[config.mk]
export PLATFORM = sky130hd
export DESIGN_NAME = fetch_stage
export DESIGN_NICKNAME = d
export VERILOG_FILES = /design/src/rtl/fetch_stage.sv
export SDC_FILE = /design/constraint.sdc
export NUM_CORES = 1
export LEC_CHECK = 0
export ABC_AREA = 1
export CORE_AREA = 8 8 147 149
export DETAILED_ROUTE_END_ITERATION = 12
export DIE_AREA = 0 0 155 157
export HOLD_SLACK_MARGIN = 0.06
export PLACE_DENSITY = 0.43
export SLEW_MARGIN = 20
export SYNTH_ARGS = -nofsm -noshare
export SYNTH_HDL_FRONTEND = slang
export SYNTH_SLANG_ARGS = --single-unit
[constraint.sdc]
create_clock -name clk -period 4.82 [get_ports clk]
set_input_delay 0.964 -clock clk [delete_from_list [all_inputs] [get_ports clk]]
set_output_delay 0.964 -clock clk [all_outputs]
set_load 0.01 [all_outputs]
[src/rtl/fetch_stage.sv]
// Instruction-fetch stage: owns the PC, fetches over a variable-latency req/ready
// handshake, loads IF/ID, absorbs decode stalls in a one-entry skid buffer, follows redirects, stops on HLT.
module fetch_stage #(
  parameter logic [15:0] RESET_PC   = 16'h0000,
  parameter logic [3:0]  HLT_OPCODE = 4'hF
) (
  input  logic        clk,
  input  logic        rst,
  input  logic        stall,
  input  logic        redirect_en,
  input  logic [15:0] redirect_pc,
  output logic        imem_req,
  output logic [15:0] imem_addr,
  input  logic [15:0] imem_rdata,
  input  logic        imem_ready,
  output logic        ifid_valid,
  output logic [15:0] ifid_instr,
  output logic [15:0] ifid_pc_inc,
  output logic [15:0] pc,
  output logic        halted
);

  typedef enum logic [1:0] {
    FETCH    = 2'd0,
    BUFFERED = 2'd1,
    DISCARD  = 2'd2,
    HALT     = 2'd3
  } state_e;

  state_e      state_q, state_d;
  logic [15:0] pc_q, pc_d;
  logic [15:0] disc_addr_q, disc_addr_d;
  logic        ifid_valid_q, ifid_valid_d;
  logic [15:0] ifid_instr_q, ifid_instr_d;
  logic [15:0] ifid_pc_inc_q, ifid_pc_inc_d;
  logic        buf_valid_q, buf_valid_d;
  logic [15:0] buf_instr_q, buf_instr_d;
  logic [15:0] buf_pc_inc_q, buf_pc_inc_d;
  logic        buf_hlt_q, buf_hlt_d;
  logic [15:0] pc_inc_s;
  logic        rdata_hlt_s;

  assign pc_inc_s    = pc_q + 16'd2;
  assign rdata_hlt_s = (imem_rdata[15:12] == HLT_OPCODE);

  // Next-state logic; a redirect overrides stall and any accept in every state.
  always_comb begin
    state_d       = state_q;
    pc_d          = pc_q;
    disc_addr_d   = disc_addr_q;
    ifid_valid_d  = ifid_valid_q;
    ifid_instr_d  = ifid_instr_q;
    ifid_pc_inc_d = ifid_pc_inc_q;
    buf_valid_d   = buf_valid_q;
    buf_instr_d   = buf_instr_q;
    buf_pc_inc_d  = buf_pc_inc_q;
    buf_hlt_d     = buf_hlt_q;
    if (redirect_en) begin
      pc_d         = {redirect_pc[15:1], 1'b0};
      ifid_valid_d = 1'b0;
      buf_valid_d  = 1'b0;
      case (state_q)
        FETCH: begin
          if (!imem_ready) begin
            state_d     = DISCARD;
            disc_addr_d = pc_q;
          end else begin
            state_d = FETCH;
          end
        end
        DISCARD: state_d = imem_ready ? FETCH : DISCARD;
        default: state_d = FETCH;
      endcase
    end else begin
      case (state_q)
        FETCH: begin
          if (imem_ready) begin
            if (!stall) begin
              ifid_valid_d  = 1'b1;
              ifid_instr_d  = imem_rdata;
              ifid_pc_inc_d = pc_inc_s;
              state_d       = rdata_hlt_s ? HALT : FETCH;
            end else begin
              buf_valid_d  = 1'b1;
              buf_instr_d  = imem_rdata;
              buf_pc_inc_d = pc_inc_s;
              buf_hlt_d    = rdata_hlt_s;
              state_d      = BUFFERED;
            end
            // A HLT leaves the PC pointing at itself.
            if (!rdata_hlt_s) begin
              pc_d = pc_inc_s;
            end else begin
              pc_d = pc_q;
            end
          end else if (!stall) begin
            ifid_valid_d = 1'b0;
          end else begin
            ifid_valid_d = ifid_valid_q;
          end
        end
        BUFFERED: begin
          if (!stall) begin
            ifid_valid_d  = 1'b1;
            ifid_instr_d  = buf_instr_q;
            ifid_pc_inc_d = buf_pc_inc_q;
            buf_valid_d   = 1'b0;
            state_d       = buf_hlt_q ? HALT : FETCH;
          end else begin
            state_d = BUFFERED;
          end
        end
        DISCARD: begin
          if (imem_ready) begin
            state_d = FETCH;
          end else begin
            state_d = DISCARD;
          end
        end
        HALT: begin
          if (!stall) begin
            ifid_valid_d = 1'b0;
          end else begin
            ifid_valid_d = ifid_valid_q;
          end
        end
        default: state_d = FETCH;
      endcase
    end
  end

  // State and pipeline registers.
  always_ff @(posedge clk or posedge rst) begin
    if (rst) begin
      state_q       <= FETCH;
      pc_q          <= RESET_PC;
      disc_addr_q   <= 16'h0000;
      ifid_valid_q  <= 1'b0;
      ifid_instr_q  <= 16'h0000;
      ifid_pc_inc_q <= 16'h0000;
      buf_valid_q   <= 1'b0;
      buf_instr_q   <= 16'h0000;
      buf_pc_inc_q  <= 16'h0000;
      buf_hlt_q     <= 1'b0;
    end else begin
      state_q       <= state_d;
      pc_q          <= pc_d;
      disc_addr_q   <= disc_addr_d;
      ifid_valid_q  <= ifid_valid_d;
      ifid_instr_q  <= ifid_instr_d;
      ifid_pc_inc_q <= ifid_pc_inc_d;
      buf_valid_q   <= buf_valid_d;
      buf_instr_q   <= buf_instr_d;
      buf_pc_inc_q  <= buf_pc_inc_d;
      buf_hlt_q     <= buf_hlt_d;
    end
  end

  assign imem_req    = (state_q == FETCH) || (state_q == DISCARD);
  assign imem_addr   = (state_q == DISCARD) ? disc_addr_q : pc_q;
  assign pc          = pc_q;
  assign halted      = (state_q == HALT);
  assign ifid_valid  = ifid_valid_q;
  assign ifid_instr  = ifid_instr_q;
  assign ifid_pc_inc = ifid_pc_inc_q;

endmodule

==> summary.txt <==
Floorplan
  • Horiz. Die Dim: 155 um
  • Initial core utilization: 24.79%
  • Vert. Die Dim: 157 um
  • Row cnt: 51
  • I/O pins: 104
  • Core area: 19210 um^2
  • Die area: 24340 um^2

Routing
  • Drt wl/cell: 14.70 um
  • DRT met1 WL: 7251 um
  • Via count: 4298
  • Uppermost layer routed: met4
  • Vias per cell: 4.422
  • Drt first pass iters: 5
  • Final WL: 14280 um
  • Residual DRC: 0
  • Met3 WL: 955 um
  • Met2 routed WL: 5997 um
  • Routed Antenna Nets: 0
  • Drt initial violations: 221

Setup path
  • Data arrival, critical path: 2.55 ns
  • Worst Path Max Fanout: 31
  • Type of the worst setup path: reg2out
  • Critical Path RT: 3.86 ns
  • Nature of the critical path startpoint: flip-flop
  • Endpoint class of the critical path: output pin

Outcome
  • Status: completed

Yosys
  • Synthesis Warnings: 0
  • Register area share after synthesis: 50.46%
  • Synth Cell Area: 4761 um^2
  • Post-Syn Instances: 617
  • Cell variety after synth: 27
  • Avg Cell Area, Syn: 7.716 um^2
  • Yosys reg bits: 96

Clock network
  • Clock transition at the registers of the reported paths: 0.07 ns
  • CTS tree: done
  • Clock buffer depth: 2
  • Post-CTS Hold Fix Bufs: 0
  • Clk sink count: 96
  • Insertion delay to the later sink of the worst-skew pair: 0.34 ns
  • Post-CTS Setup Bufs: 0
  • H-Tree Depth: 3
  • Root buf cell: clkbuf_16
  • CTS Buf Count: 9
  • Post-CTS resize count: 0

Layout
  • Fraction of layout cells with a size suffix above 1: 3.960%
  • Area Overhead vs Synth: 31.80%
  • Commonest non-fill, non-tap cell in the layout: nand2_1
  • Reg area: 2402 um^2
  • Commonest cells after routing, fill and taps aside: nand2_1, clkdlybuf4s50_1, dfrtp_1
  • # nets final: 746
  • Diode count: 0
  • Fillers: 2029
  • Core Util, Final: 32.67%
  • Multi-input gate area: 2008 um^2

Power
  • Power per cell area: 579.8 nW/um^2
  • Maximum VDD drop: 215.6 uV
  • Leakage power: 2.937 nW

STA
  • Total Neg Setup Slack: 0 ns
  • Unrepaired setup endpoints after global routing: no
  • Worst Skew: 0.007116 ns
  • Crit path setup slack, layout: 1.302 ns
  • Slew Viols, Final: 0
  • Period utilization: 73.00%
  • Tmin final: 3.518 ns
  • Fin. Hold Viols: 0
  • Slew @ Worst Pin: 0.9845 ns
  • Max Clock Freq: 0.2842 GHz
  • Worst slew margin: 34.37%
  • Setup Viol. Count Final: 0

Global route
  • Global route overflow: 0
  • Vias in the first global route: 4192
  • Overall routing resource usage: 11.98%
  • Antenna violations before repair: 0
  • Largest net degree at the start of global routing: 56
  • First-pass GRT wire length: 23100 um

Worst hold path
  • Hold Path Class: reg2reg

Placement
  • Dpl ws: 1.437 ns
  • Port Buffers: 99
  • Routability cong.: 0.7692
  • Placed wire-length estimate: 10310 um

Flow run
  • Max Cap Violations: 0
==> final cells by class <==
cell class / instances / share of cell area (%)
timing repair buffer: 104 / 16.39
sequential: 96 / 38.29
tap: 265 / 5.284
multi-input combinational: 437 / 32.00
inverter: 54 / 3.270
clock buffer: 12 / 3.928
clock inverter: 4 / 0.8375
==> state kept, by name (all words and copies together), names as in the netlist <==
name / count
pc: 15
buf_pc_inc_q: 15
ifid_valid: 1
buf_hlt_q: 1
state_q: 2
ifid_instr: 16
buf_instr_q: 16
ifid_pc_inc: 15
disc_addr_q: 15
==> metal layers <==
layer  vias up  GRT usage, %
met5         -             0
met4         0         2.893
met3         6         3.702
met2       103         17.61
met1      2027         16.72
li1       2162             -
==> kinds of logic (layout without fill, tap and decap cells) <==
| family | count (synthesis) | count (layout) | share of synthesized area [%] |
|---|---|---|---|
| and+or+nand+nor | 302 | 302 | 26.57 |
| buffers and inverters | 86 | 174 | 7.516 |
| adders and majority gates | 7 | 7 | 1.840 |
| DFF | 96 | 96 | 50.46 |
| other | 1 | 3 | 0.07877 |
| AOI/OAI and AO/OA | 122 | 122 | 12.98 |
| xor gates and xnor gates | 3 | 3 | 0.5520 |
==> worst paths after layout <==
check / to / slack (ns) / from / cells after the start
worst max register to register: ifid_instr[14] / 2.51 / state_q[1] / 7
worst min-delay path: buf_pc_inc_q[8] / 0.48 / buf_pc_inc_q[8] / 2
worst min register to register: buf_pc_inc_q[8] / 0.48 / buf_pc_inc_q[8] / 2
worst max-delay path: imem_addr[4] / 1.30 / state_q[0] / 5
min in group asynchronous: ifid_pc_inc[13] / 1.05 / rst / 2
max in group asynchronous: buf_instr_q[10] / 2.93 / rst / 3
==> through the flow <==
step | cell area [um^2] | hold WS [ns] | power, mW | cells
2_1_floorplan | 4768 | 0.4479 | 2.198 | 619
3_3_place_gp | 5976 | 0.4634 | 2.922 | 956
3_5_place_dp | 5976 | 0.4654 | 2.943 | 956
4_1_cts | 6275 | 0.4841 | 3.701 | 972
5_1_grt | 6275 | 0.5091 | 3.947 | 972
6_report | 6275 | 0.4785 | 3.638 | 972
==> synth_stat cells (all sizes together) <==
| master | number | area (um^2) |
|---|---|---|
| clkbuf | 13 | 50.04 |
| and2 | 4 | 25.02 |
| xor2 | 3 | 26.28 |
| nand2 | 210 | 795.8 |
| nor2 | 27 | 121.4 |
| a31oi | 1 | 6.260 |
| dfrtp | 96 | 2402 |
| ha | 7 | 87.58 |
| nor3 | 1 | 5.000 |
| nand3 | 50 | 255.3 |
| nand4 | 10 | 62.56 |
| inv | 54 | 202.7 |
| conb | 1 | 3.750 |
| a21oi | 19 | 95.09 |
| buf | 19 | 105.1 |
| o21ai | 101 | 509.2 |
| o21a | 1 | 7.510 |
==> critical path: stages (launching register included) <==
cell	delay, ns
dfrtp_1	0.41
inv_1	0.13
ha_1	0.82
nand2_1	0.12
o21ai_0	0.13
clkdlybuf4s50_1	0.58
==> where the power goes <==
group	switching, mW	leakage, nW	internal [mW]	total (mW)
Clock	0.315	0.147	0.419	0.734
Sequential	0.213	1.20	1.15	1.37
Combinational	0.840	1.59	0.696	1.54
Total	1.37	2.94	2.27	3.64
No activity file was read; power rests on OpenSTA's default activity.
